$ cat config.mk
export PLATFORM = sky130hd
export DESIGN_NAME = pdl_crp_sequencer_flat
export DESIGN_NICKNAME = d
export VERILOG_FILES = /design/src/rtl/pdl_crp_sequencer_if.sv /design/src/rtl/pdl_crp_sequencer.sv /design/src/flat_wrapper.sv
export SDC_FILE = /design/constraint.sdc
export NUM_CORES = 1
export LEC_CHECK = 0
export ABC_AREA = 1
export CAP_MARGIN = 40
export CORE_MARGIN = 4
export CORE_UTILIZATION = 40
export CTS_CLUSTER_SIZE = 8
export DETAILED_ROUTE_END_ITERATION = 12
export HOLD_SLACK_MARGIN = 0.12
export PLACE_DENSITY = 0.67
export REMOVE_ABC_BUFFERS = 1
export SYNTH_ARGS = -nofsm -noshare
export SYNTH_HDL_FRONTEND = slang
export SYNTH_SLANG_ARGS = --single-unit
$ cat constraint.sdc
create_clock -name clk -period 1.9 [get_ports clk]
set_input_delay 0.38 -clock clk [delete_from_list [all_inputs] [get_ports clk]]
set_output_delay 0.38 -clock clk [all_outputs]
set_load 0.1 [all_outputs]
$ cat src/rtl/pdl_crp_sequencer_if.sv
// CRP output stream from the PUF challenge sequencer to the host capture logic.
// The master drives the challenge/response pair; the slave applies backpressure with crp_ready.
interface pdl_crp_sequencer_if;
  logic         crp_valid;
  logic         crp_ready;
  logic [127:0] crp_challenge;
  logic [15:0]  crp_response;
  logic [15:0]  crp_stable;

  modport master (
    output crp_valid,
    output crp_challenge,
    output crp_response,
    output crp_stable,
    input  crp_ready
  );

  modport slave (
    input  crp_valid,
    input  crp_challenge,
    input  crp_response,
    input  crp_stable,
    output crp_ready
  );
endinterface

$ cat src/rtl/pdl_crp_sequencer.sv
// Challenge-side driver for the 16-instance PDL PUF array: LFSR challenges, majority-voted responses.
// Optional feature macro: PDL_STABILITY_EN (per-bit "all votes agreed" flags on crp_stable).
module pdl_crp_sequencer #(
  parameter int           SETTLE_CYC = 8,
  parameter int           VOTES      = 5,
  parameter logic [127:0] LFSR_SEED  = 128'h1
) (
  input  logic         clk,
  input  logic         reset,
  input  logic         start,
  input  logic [15:0]  num_crp,
  output logic         busy,
  output logic         done,
  output logic [127:0] challenge,
  output logic         trigger,
  input  logic [15:0]  response,
  pdl_crp_sequencer_if.master crp
);

  typedef enum logic [2:0] {IDLE, LOAD, ARM, FIRE, EMIT, FIN} state_t;

  localparam logic [127:0] SEED    = (LFSR_SEED == 128'h0) ? 128'h1 : LFSR_SEED;
  // Galois taps for x^128+x^126+x^101+x^99+1, right-shifting form.
  localparam logic [127:0] TAPS    = 128'hA0000014_00000000_00000000_00000000;
  localparam int           TW      = (SETTLE_CYC > 2) ? $clog2(SETTLE_CYC) : 1;
  localparam logic [3:0]   VOTES_L = 4'(VOTES);
  localparam logic [3:0]   HALF    = 4'(VOTES / 2);

  state_t         state_reg, state_next;
  logic           busy_reg, done_reg, trigger_reg, crp_valid_reg;
  logic [TW-1:0]  timer_reg;
  logic [3:0]     vote_reg;
  logic [15:0]    remaining_reg;
  logic [127:0]   lfsr_reg, challenge_reg, crp_challenge_reg;
  logic [15:0]    crp_response_reg, crp_stable_reg;
  logic [15:0]    resp_meta_reg, resp_sync_reg;
  logic [3:0]     cnt_reg [16];
  logic [3:0]     cnt_sum [16];
  logic [15:0]    maj_bit;
  logic           settle_last, vote_last;

  function automatic logic [127:0] lfsr_step(input logic [127:0] s);
    return (s >> 1) ^ (s[0] ? TAPS : 128'h0);
  endfunction

  assign settle_last = (timer_reg == TW'(SETTLE_CYC - 1));
  assign vote_last   = (vote_reg == VOTES_L - 4'd1);

  // The vote counters are updated on the final FIRE cycle, so the verdict uses the post-add sum.
  genvar gi;
  generate
    for (gi = 0; gi < 16; gi++) begin : g_bit
      assign cnt_sum[gi] = cnt_reg[gi] + {3'b000, resp_sync_reg[gi]};
      assign maj_bit[gi] = (cnt_sum[gi] > HALF);
    end
  endgenerate

`ifdef PDL_STABILITY_EN
  logic [15:0] stab_bit;
  generate
    for (gi = 0; gi < 16; gi++) begin : g_stab
      assign stab_bit[gi] = (cnt_sum[gi] == 4'd0) || (cnt_sum[gi] == VOTES_L);
    end
  endgenerate
`endif

  always_comb begin
    state_next = state_reg;
    case (state_reg)
      IDLE: if (start) state_next = (num_crp == 16'd0) ? FIN : LOAD;
      LOAD: state_next = ARM;
      ARM:  if (settle_last) state_next = FIRE;
      FIRE: if (settle_last) state_next = vote_last ? EMIT : ARM;
      EMIT: if (crp.crp_ready) state_next = (remaining_reg > 16'd1) ? LOAD : FIN;
      FIN:  state_next = IDLE;
      default: state_next = IDLE;
    endcase
  end

  always_ff @(posedge clk or negedge reset) begin
    if (!reset) begin
      state_reg         <= IDLE;
      busy_reg          <= 1'b0;
      done_reg          <= 1'b0;
      trigger_reg       <= 1'b0;
      crp_valid_reg     <= 1'b0;
      timer_reg         <= '0;
      vote_reg          <= '0;
      remaining_reg     <= '0;
      lfsr_reg          <= '0;
      challenge_reg     <= '0;
      crp_challenge_reg <= '0;
      crp_response_reg  <= '0;
      crp_stable_reg    <= '0;
      resp_meta_reg     <= '0;
      resp_sync_reg     <= '0;
      for (int i = 0; i < 16; i++) cnt_reg[i] <= '0;
    end else begin
      state_reg     <= state_next;
      // Status and trigger flops are loaded from the next state so they align with the state itself.
      busy_reg      <= (state_next != IDLE);
      done_reg      <= (state_next == FIN);
      trigger_reg   <= (state_next == FIRE);
      crp_valid_reg <= (state_next == EMIT);
      resp_meta_reg <= response;
      resp_sync_reg <= resp_meta_reg;
      timer_reg     <= ((state_reg == ARM || state_reg == FIRE) && !settle_last) ?
                       timer_reg + TW'(1) : '0;
`ifndef PDL_STABILITY_EN
      crp_stable_reg <= 16'hFFFF;
`endif
      case (state_reg)
        IDLE: if (start) begin
          lfsr_reg      <= SEED;
          remaining_reg <= num_crp;
        end
        LOAD: begin
          challenge_reg <= lfsr_reg;
          vote_reg      <= '0;
          for (int i = 0; i < 16; i++) cnt_reg[i] <= '0;
        end
        FIRE: if (settle_last) begin
          vote_reg <= vote_reg + 4'd1;
          for (int i = 0; i < 16; i++) cnt_reg[i] <= cnt_sum[i];
          if (vote_last) begin
            crp_challenge_reg <= challenge_reg;
            crp_response_reg  <= maj_bit;
`ifdef PDL_STABILITY_EN
            crp_stable_reg    <= stab_bit;
`endif
          end
        end
        EMIT: if (crp.crp_ready) begin
          lfsr_reg      <= lfsr_step(lfsr_reg);
          remaining_reg <= remaining_reg - 16'd1;
        end
        default: ;
      endcase
    end
  end

  assign busy              = busy_reg;
  assign done              = done_reg;
  assign trigger           = trigger_reg;
  assign challenge         = challenge_reg;
  assign crp.crp_valid     = crp_valid_reg;
  assign crp.crp_challenge = crp_challenge_reg;
  assign crp.crp_response  = crp_response_reg;
  assign crp.crp_stable    = crp_stable_reg;

endmodule

$ cat src/flat_wrapper.sv
// flat-port wrapper written by rule: the top's interface ports become plain ports
module pdl_crp_sequencer_flat 
#(
  parameter int           SETTLE_CYC = 8,
  parameter int           VOTES      = 5,
  parameter logic [127:0] LFSR_SEED  = 128'h1
)
  (clk, reset, start, num_crp, busy, done, challenge, trigger, response, crp_crp_valid, crp_crp_challenge, crp_crp_response, crp_crp_stable, crp_crp_ready);
  pdl_crp_sequencer_if crp_i ();
  input  logic clk;
  input  logic reset;
  input  logic start;
  input  logic [15:0] num_crp;
  output logic busy;
  output logic done;
  output logic [127:0] challenge;
  output logic trigger;
  input  logic [15:0] response;
  output wire logic [$bits(crp_i.crp_valid)-1:0] crp_crp_valid;
  output wire logic [$bits(crp_i.crp_challenge)-1:0] crp_crp_challenge;
  output wire logic [$bits(crp_i.crp_response)-1:0] crp_crp_response;
  output wire logic [$bits(crp_i.crp_stable)-1:0] crp_crp_stable;
  input wire logic [$bits(crp_i.crp_ready)-1:0] crp_crp_ready;
  assign crp_crp_valid = crp_i.crp_valid;
  assign crp_crp_challenge = crp_i.crp_challenge;
  assign crp_crp_response = crp_i.crp_response;
  assign crp_crp_stable = crp_i.crp_stable;
  assign crp_i.crp_ready = crp_crp_ready;
  pdl_crp_sequencer #(.SETTLE_CYC(SETTLE_CYC), .VOTES(VOTES), .LFSR_SEED(LFSR_SEED)) u_core (.clk(clk), .reset(reset), .start(start), .num_crp(num_crp), .busy(busy), .done(done), .challenge(challenge), .trigger(trigger), .response(response), .crp(crp_i));
endmodule
# Yosys cells after proc, flatten, opt, wreduce, memory -nomap -nowiden
# Cells that the tools add are included.
# op_classes
add_sub_neg	19
magnitude_cmp	17
eq_ne	12
n_mux	20
bitwise	1
n_reduce_logical	11
# ops
operator	n
$mux W128	3
$pmux W128 S2	1
$pmux W64 S2	1
$xor A127 B128 Y128	1
$add A4 B1 Y4	16
$gt A4 B2 Y1 const B	16
$mux W64	1
$mux W16	2
$pmux W16 S2	1
$mux W3	8
$gt A16 B1 Y1 const B	1
$logic_not A16 Y1	1
$sub A16 B1 Y16 const B	1
$pmux W3 S5	1
$eq A3 B3 Y1 const B	4
$eq A3 B2 Y1 const B	3
$pmux W4 S2	1
$reduce_and A3 Y1	2
$add A4 B1 Y4 const B	1
$eq A4 B3 Y1 const B	1
$mux W4	1
$ne A2 B2 Y1 const B	2
$reduce_bool A2 Y1	2
$add A3 B1 Y3 const B	1
other kinds (8)	8
# word_totals
regBits	527
inputBits	36
output_inout_bits	292

# Longest topological paths before layout
# Gate-level depths: netlist (run 1).
# logic_depth
word_depth	5
depth_mapped	10
mapped_depth_nobuf	10

# Worst setup path after synthesis (run 1)
# No wires, ideal clock.
# synth_path
path_type	reg-to-output
startpoint	reg u_core.crp.crp_stable[0] (netlist name)
endpoint	out crp_crp_stable[10]
t_arrival_ps	1556
path_slack_ps	-36
path_stages_with_launch	2
path_cell_list	dfrtp_1 buf_4
# synth_rtl
element	line	source
end, declared	flat_wrapper.sv:22	output wire logic [$bits(crp_i.crp_stable)-1:0] crp_crp_stable;
# No word-level cell between the ends.

# Worst setup path after layout (run 1)
# layout_path
startpoint	reg u_core.crp.crp_stable[0] (netlist name)
endpoint	out crp_crp_stable[7]
# No word-level cell between the ends.

==> impl_metrics.tcl, run 1 <==
set metrics [dict create \
    status "finished, final reports clean" \
    path_cells "buf_8, buf_12" \
    cts_htree_levels 3 \
    row_count 83 \
    p_seq_share_pct 47.4 \
    synth-async-reset-ratio_pct 100 \
    ys_seq_elements 527 \
    cp-start-kind "register" \
    synth_common_cells "679 x nand2_1, 527 x dfrtp_1, 351 x o21ai_0, 167 x inv_1, 103 x o21ai_1" \
    start_util_pct 40.8 \
    cts_tree "built" \
    power_switching_w 0.00534 \
    clk_latency_ps 600 \
    hp-class "input pin to register" \
    fp.dieArea_sq_um 56600 \
    synth_top_area_share_pct 62.4 \
    ant_nets 0 \
    die_x_um 238 \
    r2r-end "u_core.cnt_reg[39]" \
    maxSlewViolCount 0 \
    drt-initial-drc-count 987 \
    syn_inst 2241 \
    setup_ws_ps 102 \
    grt_pass1_wl_um 86200 \
    end_kind "primary output" \
    intPower_w 0.0189 \
    topRoutingLayerUsed "met4" \
    fmax_ghz 0.556 \
    gp_congestion 0.798 \
    vias 16100 \
    grt_max_degree 109 \
    wl_um 52300 \
    grt.overflow.total 0 \
    postCtsSetupRepairBufs 0 \
    worst-path-max-fanout 16 \
    nNetsFinal 2645 \
    rr_worst_depth 8 \
    cpMaxStageDelayCell "dfrtp_1" \
    cts_made_buffers 75 \
    grt_pass1_vias 16600 \
    ir_worst_vdd_mv 0.666 \
    ioPinCount 328 \
    clk_path_buf_depth 3 \
    yosys.area.top_type "dfrtp_1" \
    syn_area_per_cell_sq_um 9.43 \
    wl_per_cell_um 16.0 \
    die_h_um 238 \
    drc 0 \
    wl_met1_um 22700 \
    synth_edf_count 0 \
    power_w 0.0242 \
    maxCapViolations 0 \
    critical_path.top_delay_family "buffers and inverters" \
    min_from "response[11]" \
    post_synth_num_cell_types 33 \
    num_antenna_cells 0 \
    max_stage_delay_ps 350 \
    clock_skew_ps 23.1 \
    via_per_inst 4.93 \
    timing.rr.start "u_core.timer_reg[0]" \
    clkTransAtPathRegs_ps 50 \
    yosys-top-cells-area "dfrtp_1 62%, nand2_1 12%, o21ai_0 8.3%" \
    ys_seq_area_share_pct 62.4 \
    clock-root-buffer "clkbuf_16" \
    dr.pass1.iters 5 \
    power_frac_comb_pct 4.3 \
    pre_cts_ws_ps -6.15 \
    synth_most_common_cell "nand2_1" \
    io_buffers 327 \
    fin_crit_ps 1800 \
    fin_crit_sh_pct 94.6 \
    core_area_sq_um 51800 \
    areaGrowthSynthToFinish_pct 28.7 \
    synth_area_sq_um 21100 \
    wl_met2_um 25400 \
    synthFlopType "dfrtp_1" \
    antenna_found_initial 0 \
    yosysWarnings 0 \
    power_frac_clock_pct 48.3 \
    critPathKind "register to primary output" \
    drive_gt1_share_pct 17.8 \
    clock_sinks 527 \
    hpwlAfterDp_um 35300 \
    grt_use_total_pct 18.4 \
    setup_violations 0 \
    tns_ps 0 \
    hold_path_depth 1 \
    crit_buf_inv 2 \
    p_sw_share_pct 22.0 \
    min_to "u_core.resp_meta_reg[11]" \
    final_hold_viol_count 0 \
    r2r_slack_ps 150 \
    p_per_area_nw_per_um2 891 \
    wl_met3_um 2780 \
    cp.required_ps 1520 \
    p_leak_nw 12.7 \
    arrival_ps 1420 \
]
## worst max path at each step
stage | start | depth (start not counted) | to
3_3_place_gp | start | 8 | u_core.lfsr_reg[113]
6_report | u_core.crp.crp_stable[0] | 2 | crp_crp_stable[7]
2_1_floorplan | u_core.crp.crp_stable[0] | 0 | crp_crp_stable[0]
3_5_place_dp | start | 8 | u_core.lfsr_reg[115]
5_1_grt | u_core.state_reg[1] | 7 | u_core.cnt_reg[39]
4_1_cts | u_core.crp.crp_stable[0] | 2 | crp_crp_stable[7]
## final cells by class
type	instances	area (sq um)
clock buffers	78	1930
fillers	4577	24600
inverters	174	657
multi-input cells	1397	6600
well taps	680	851
repair buffers	396	3910
flip-flops and latches	527	13200
clock inverters	5	58.8
## cells in the final DEF, fill, tap and decap left out, types with 2 or more instances in the layout
cell type        synthesis  layout
nand3_1                 96      96
xnor2_1                 19      19
clkdlybuf4s50_1          0      34
inv_2                    6       4
nor2_4                   1       2
buf_8                    0       2
o21ai_0                351     351
nor2_1                  43      42
buf_4                   16     292
inv_1                  167     167
clkbuf_16                0      77
nand4_1                  4       4
or2_2                    2       2
inv_6                    0       3
a21oi_1                 23      23
xor2_1                  18      18
clkinv_8                 0       2
ha_1                    38      38
o21ai_1                103     103
dfrtp_1                527     527
o31ai_1                  5       5
a22oi_1                  2       2
o22ai_1                  3       3
buf_12                   0      67
nand2_1                679     679
## per-stage QoR
stage	utilization (%)	cell area, sq um	instances	hold WS, ps
after floorplan	-	20400	2098	84.4
after global placement	48.6	25200	3173	306
after detailed placement	48.6	25200	3173	311
after CTS	52.5	27200	3257	177
after global routing	52.5	27200	3257	184
final	52.5	27200	3257	231
## metal layers
metal  track usage [%]  up-vias
li1                  -     7808
met2              30.2      374
met1              24.3     7804
met4              6.14        0
met3              4.36       82
met5                 0        -
## power groups by stage
stage,registers (W),logic (W),clock network (W)
final,0.0115,0.00103,0.0117
after CTS,0.0115,0.00106,0.0121
after global placement,0.0117,0.00101,0
after floorplan,0.0118,0.000343,0
after detailed placement,0.0117,0.00104,0
after global routing,0.0115,0.00117,0.0126
## cells by family (layout without fill, tap and decap cells)
group           after synthesis  after routing  share of synthesized area, %
simple gates                832            832                          15.6
other cells                   1              1                        0.0177
xor+xnor                     37             37                          1.53
fa+ha+maj                    38             38                          2.25
flops                       527            527                          62.4
compound gates              489            489                          11.7
buf+inv                     317            653                          6.46
## worst register-to-register path, cell delays in order, from the launching register on
cell	delay, ps
dfrtp_1	380
ha_1	200
ha_1	210
inv_1	130
nor2_4	60
clkinv_2	190
buf_12	240
nand3_1	130
o21ai_0	110
## repair_timing
action | in CTS | in global routing
cloned | 0 | 0
hold endpoints to repair | 238 | 0
pin swaps | 0 | 0
endpoints found under the setup margin | 16 | 38
hold buffers | 1 | 0
resized for setup | 1 | 5
Note: power is estimated with default switching activity, not from simulation.
==> run 2, diff against run 1 <==
Settings changed: PLACE_DENSITY 0.67 to default, TNS_END_PERCENT from default to 100.
==> run 2 against run 1 <==
Net effect:
- non-clock buffer count grew 5
- die area is the same
- global-route usage shrank 0.27 points
- cell count grew 0.28%
- total power grew 0.42%
- first-iteration DRC count grew 2.4%
- hold slack gained 3.6 ps
- sequential cell count is the same
- largest power group unchanged
==> impl_metrics.tcl, run 2 (synthesized netlist as in run 1, its figures left out) <==
set metrics [dict create \
    setup_ws_ps 65.3 \
    maxSlewViolCount 0 \
    final_hold_viol_count 0 \
    clock_skew_ps 18.5 \
    tns_ps 0 \
    layout_common_cells "678 x nand2_1, 527 x dfrtp_1, 350 x o21ai_0, 290 x buf_4, 166 x inv_1" \
    via_per_inst 4.88 \
    critPathKind "register to primary output" \
    fin_crit_ps 1830 \
    grt_max_degree 98 \
    wl_um 51800 \
    ir_worst_vdd_mv 0.622 \
    cts_made_buffers 76 \
    hpwlAfterDp_um 35100 \
    drt-initial-drc-count 1011 \
    hp-class "input pin to register" \
    setup_violations 0 \
    min_from "response[2]" \
    hold_path_depth 1 \
    layout_commonest_cell "nand2_1" \
    fp.dieArea_sq_um 56600 \
    clock_sinks 527 \
    pre_cts_ws_ps 12.5 \
    clock-root-buffer "clkbuf_16" \
    grt_setup_unrepaired "no" \
    wl_per_cell_um 15.9 \
    r2r_slack_ps 120 \
    max_stage_delay_ps 330 \
    gp_congestion 0.804 \
    cts_htree_levels 3 \
    min_to "u_core.resp_meta_reg[2]" \
    ant_nets 0 \
    crit_buf_inv 2 \
    fmax_ghz 0.545 \
    drive_gt1_share_pct 18.1 \
    p_per_area_nw_per_um2 889 \
    grt_pass1_vias 16200 \
    dr.pass1.iters 5 \
    die_h_um 238 \
    ioPinCount 328 \
    rr_worst_depth 8 \
    r2r-end "u_core.crp.crp_challenge[81]" \
    end_kind "primary output" \
    die_x_um 238 \
    start_util_pct 40.8 \
    timing.rr.start "u_core.vote_reg[0]" \
    worst-path-max-fanout 16 \
    clk_latency_ps 600 \
    clkTransAtPathRegs_ps 50 \
    clk_path_buf_depth 3 \
    critical_path.top_delay_family "buffers and inverters" \
    grt_pass1_wl_um 84800 \
    path_cells "clkbuf_8, buf_12" \
    cp.required_ps 1520 \
    io_buffers 327 \
    hold_ws_ps 235 \
    fin_crit_sh_pct 96.6 \
    core_area_sq_um 51800 \
    maxCapViolations 0 \
    arrival_ps 1450 \
    num_antenna_cells 0 \
    grt_use_total_pct 18.1 \
    cts_tree "built" \
    p_leak_nw 12.8 \
    cp-start-kind "register" \
    row_count 83 \
    vias 15900 \
    antenna_found_initial 1 \
    cpMaxStageDelayCell "dfrtp_1" \
    areaGrowthSynthToFinish_pct 29.6 \
    drc 0 \
    grt.overflow.total 0 \
    cp_num_cells 2 \
    status "finished, final reports clean" \
    nNetsFinal 2651 \
]
[run 2: what timing repair did]
item,4_1_cts,5_1_grt
hold buffers,1,0
gates cloned,0,1
endpoints found under the setup margin,16,97
buffers inserted,0,3
gates resized for setup,1,10
pin swaps,0,1
endpoints found under the hold margin,322,0
[run 2: report_power, final]
part | total (W) | internal (W) | leakage, nW | switching, W
Sequential | 0.0115 | 0.0114 | 7.15 | 0.0000918
Clock | 0.0118 | 0.00712 | 0.994 | 0.00472
Combinational | 0.00103 | 0.000401 | 4.64 | 0.000625
[run 2: layout make-up]
cell class              instances  area, sq um
multi-input cells            1397         6600
repair buffers                401         4050
clock buffers                  79         1910
fillers                      4631        24400
well taps                     680          851
inverters                     174          658
clock inverters                 8          115
flip-flops and latches        527        13200
[run 2: how the worst max path moves through the flow]
stage,start,endpoint
2_1_floorplan,u_core.crp.crp_stable[0],crp_crp_stable[0]
3_3_place_gp,start,u_core.remaining_reg[9]
3_5_place_dp,start,u_core.lfsr_reg[98]
4_1_cts,u_core.crp.crp_stable[0],crp_crp_stable[12]
5_1_grt,u_core.vote_reg[0],u_core.crp.crp_challenge[43]
6_report,u_core.crp.crp_stable[0],crp_crp_stable[6]
[run 2: metrics by stage]
stage,std cells,instance area (sq um),util (%),total power (W)
floorplan,2098,20400,-,0.0121
global placement,3174,25200,48.7,0.0127
detailed placement,3174,25200,48.7,0.0127
CTS,3262,27300,52.7,0.0247
global route,3266,27400,52.8,0.0253
finish,3266,27400,52.8,0.0243
[run 2: metal layers]
| layer | GRT usage [%] | vias up | share of wire (%) |
|---|---|---|---|
| li1 | - | 7820 | - |
| met1 | 23.7 | 7666 | 43 |
| met2 | 29.4 | 340 | 48 |
| met3 | 5.31 | 104 | 5.9 |
| met4 | 5.68 | 2 | 2.7 |
| met5 | 0 | - | 0.025 |
==> run 3, diff against run 2 <==
Settings changed: CORE_MARGIN 4 to default.
==> run 3 against run 2 <==
Net effect:
- global-route usage rose by 1.3 points
- wire length rose by 0.77%
- sequential power is essentially flat
- fmax fell by 0.46%
- design area fell by 0.10%
- via count is 0.31% higher
- die area down 5.0%
- register-to-register slack is essentially flat
- setup slack got worse by 8.4 ps
- clock skew down 1.9 ps
- critical path type unchanged
- total power rose by 0.57%
- first-iteration DRC count up 6.8%
==> impl_metrics.tcl, run 3 (synthesized netlist as in run 1, its figures left out) <==
set metrics [dict create \
    clk_path_buf_depth 3 \
    maxSlewViolCount 0 \
    tns_ps 0 \
    arrival_ps 1460 \
    clock_sinks 527 \
    grt_pass1_wl_um 84000 \
    layout_commonest_cell "nand2_1" \
    io_buffers 327 \
    instances_no_fill 3260 \
    grt_pass1_vias 16100 \
    clk_latency_ps 600 \
    wl_met3_um 2180 \
    setup_violations 0 \
    wl_met2_um 25500 \
    hold_path_depth 1 \
    row_count 83 \
    ioPinCount 328 \
    p_leak_nw 12.8 \
    drc 0 \
    dp.cells 3170 \
    ir_worst_vdd_mv 0.633 \
    rr_worst_depth 8 \
    layout_common_cells "679 x nand2_1, 526 x dfrtp_1, 351 x o21ai_0, 287 x buf_4, 167 x inv_1" \
    drive_gt1_share_pct 18.0 \
    start_util_pct 40.9 \
    gp_congestion 0.811 \
    hp-class "input pin to register" \
    die_x_um 232 \
    wl_per_cell_um 16.0 \
    wl_met1_um 23400 \
    hpwlAfterDp_um 34900 \
    cp.required_ps 1520 \
    maxCapViolations 0 \
    core_area_sq_um 51700 \
    antenna_found_initial 0 \
    grt.overflow.total 0 \
    fin_crit_sh_pct 97.0 \
    setup_ws_ps 56.9 \
    areaGrowthSynthToFinish_pct 29.4 \
    nNetsFinal 2646 \
    fp.dieArea_sq_um 53800 \
    cts_made_buffers 76 \
    clock-root-buffer "clkbuf_16" \
    drt-initial-drc-count 1080 \
    clock_skew_ps 16.7 \
    grt_use_total_pct 19.4 \
    status "finished, final reports clean" \
    cp-start-kind "register" \
    topRoutingLayerUsed "met4" \
    worst-path-max-fanout 16 \
    final_hold_viol_count 0 \
    fin_crit_ps 1840 \
    r2r_slack_ps 130 \
    cts_htree_levels 3 \
    pre_cts_ws_ps 14.7 \
    end_kind "primary output" \
    p_per_area_nw_per_um2 895 \
    wl_um 52200 \
    die_h_um 232 \
    cts_tree "built" \
    dr.pass1.iters 5 \
    via_per_inst 4.90 \
    num_antenna_cells 0 \
    post-route-util_pct 52.9 \
    critPathKind "register to primary output" \
    vias 16000 \
    clkTransAtPathRegs_ps 50 \
    grt_max_degree 93 \
    ant_nets 0 \
    fmax_ghz 0.543 \
]
==> run 3: changes by cell type in the layout (fill, tap and decap cells not counted), sizes merged <==
cell    previous run  this run
clkinv             5         4
buf              364       359
==> run 3: what timing repair did <==
| action | CTS | global route |
|---|---|---|
| buffers inserted | 0 | 2 |
| hold endpoints to repair | 250 | 0 |
| gates resized for setup | 2 | 10 |
| gates cloned | 0 | 1 |
| pin swaps | 0 | 2 |
| hold buffers | 1 | 0 |
| endpoints found under the setup margin | 17 | 175 |
==> run 3: critical path: stages, from the launching register on <==
cell and delay (ps):
dfrtp_1 330, clkbuf_8 310, buf_12 220
==> run 3: per-layer routing <==
layer / GRT usage, % / up-vias
met5: 0 / -
met2: 31.6 / 313
met3: 4.05 / 76
met4: 6.19 / 0
met1: 25.9 / 7781
li1: - / 7811
==> run 3: worst paths after layout <==
path,to,start
max,crp_crp_stable[8],u_core.crp.crp_stable[0]
max in group asynchronous,u_core.challenge[47],reset
min reg2reg,u_core.resp_sync_reg[12],u_core.resp_meta_reg[12]
max reg2reg,u_core.crp.crp_challenge[117],u_core.vote_reg[0]
min,u_core.resp_meta_reg[11],response[11]
min in group asynchronous,u_core.crp.crp_response[5],reset
==> run 3: per-stage QoR <==
| step | cell area (sq um) | total power, W | hold slack, ps |
|---|---|---|---|
| after global placement | 25200 | 0.0127 | 332 |
| after CTS | 27300 | 0.0249 | 175 |
| after floorplan | 20400 | 0.0121 | 84.4 |
| final | 27400 | 0.0245 | 223 |
| after global routing | 27400 | 0.0254 | 195 |
| after detailed placement | 25200 | 0.0127 | 333 |
==> run 3: where the power goes <==
| group | total [W] | leakage, nW | internal (W) | switching [W] |
|---|---|---|---|---|
| clock | 0.0120 | 1.01 | 0.00723 | 0.00475 |
| sequential | 0.0115 | 7.15 | 0.0114 | 0.0000899 |
| combinational | 0.00103 | 4.61 | 0.000392 | 0.000633 |
==> run 3: layout make-up <==
| cell class | count | area [sq um] |
|---|---|---|
| clock buffer | 79 | 1940 |
| clock inverter | 7 | 110 |
| fill | 4665 | 24400 |
| inverter | 174 | 658 |
| multi-input combinational | 1397 | 6600 |
| sequential | 527 | 13200 |
| tap | 680 | 851 |
| timing repair buffer | 396 | 3990 |
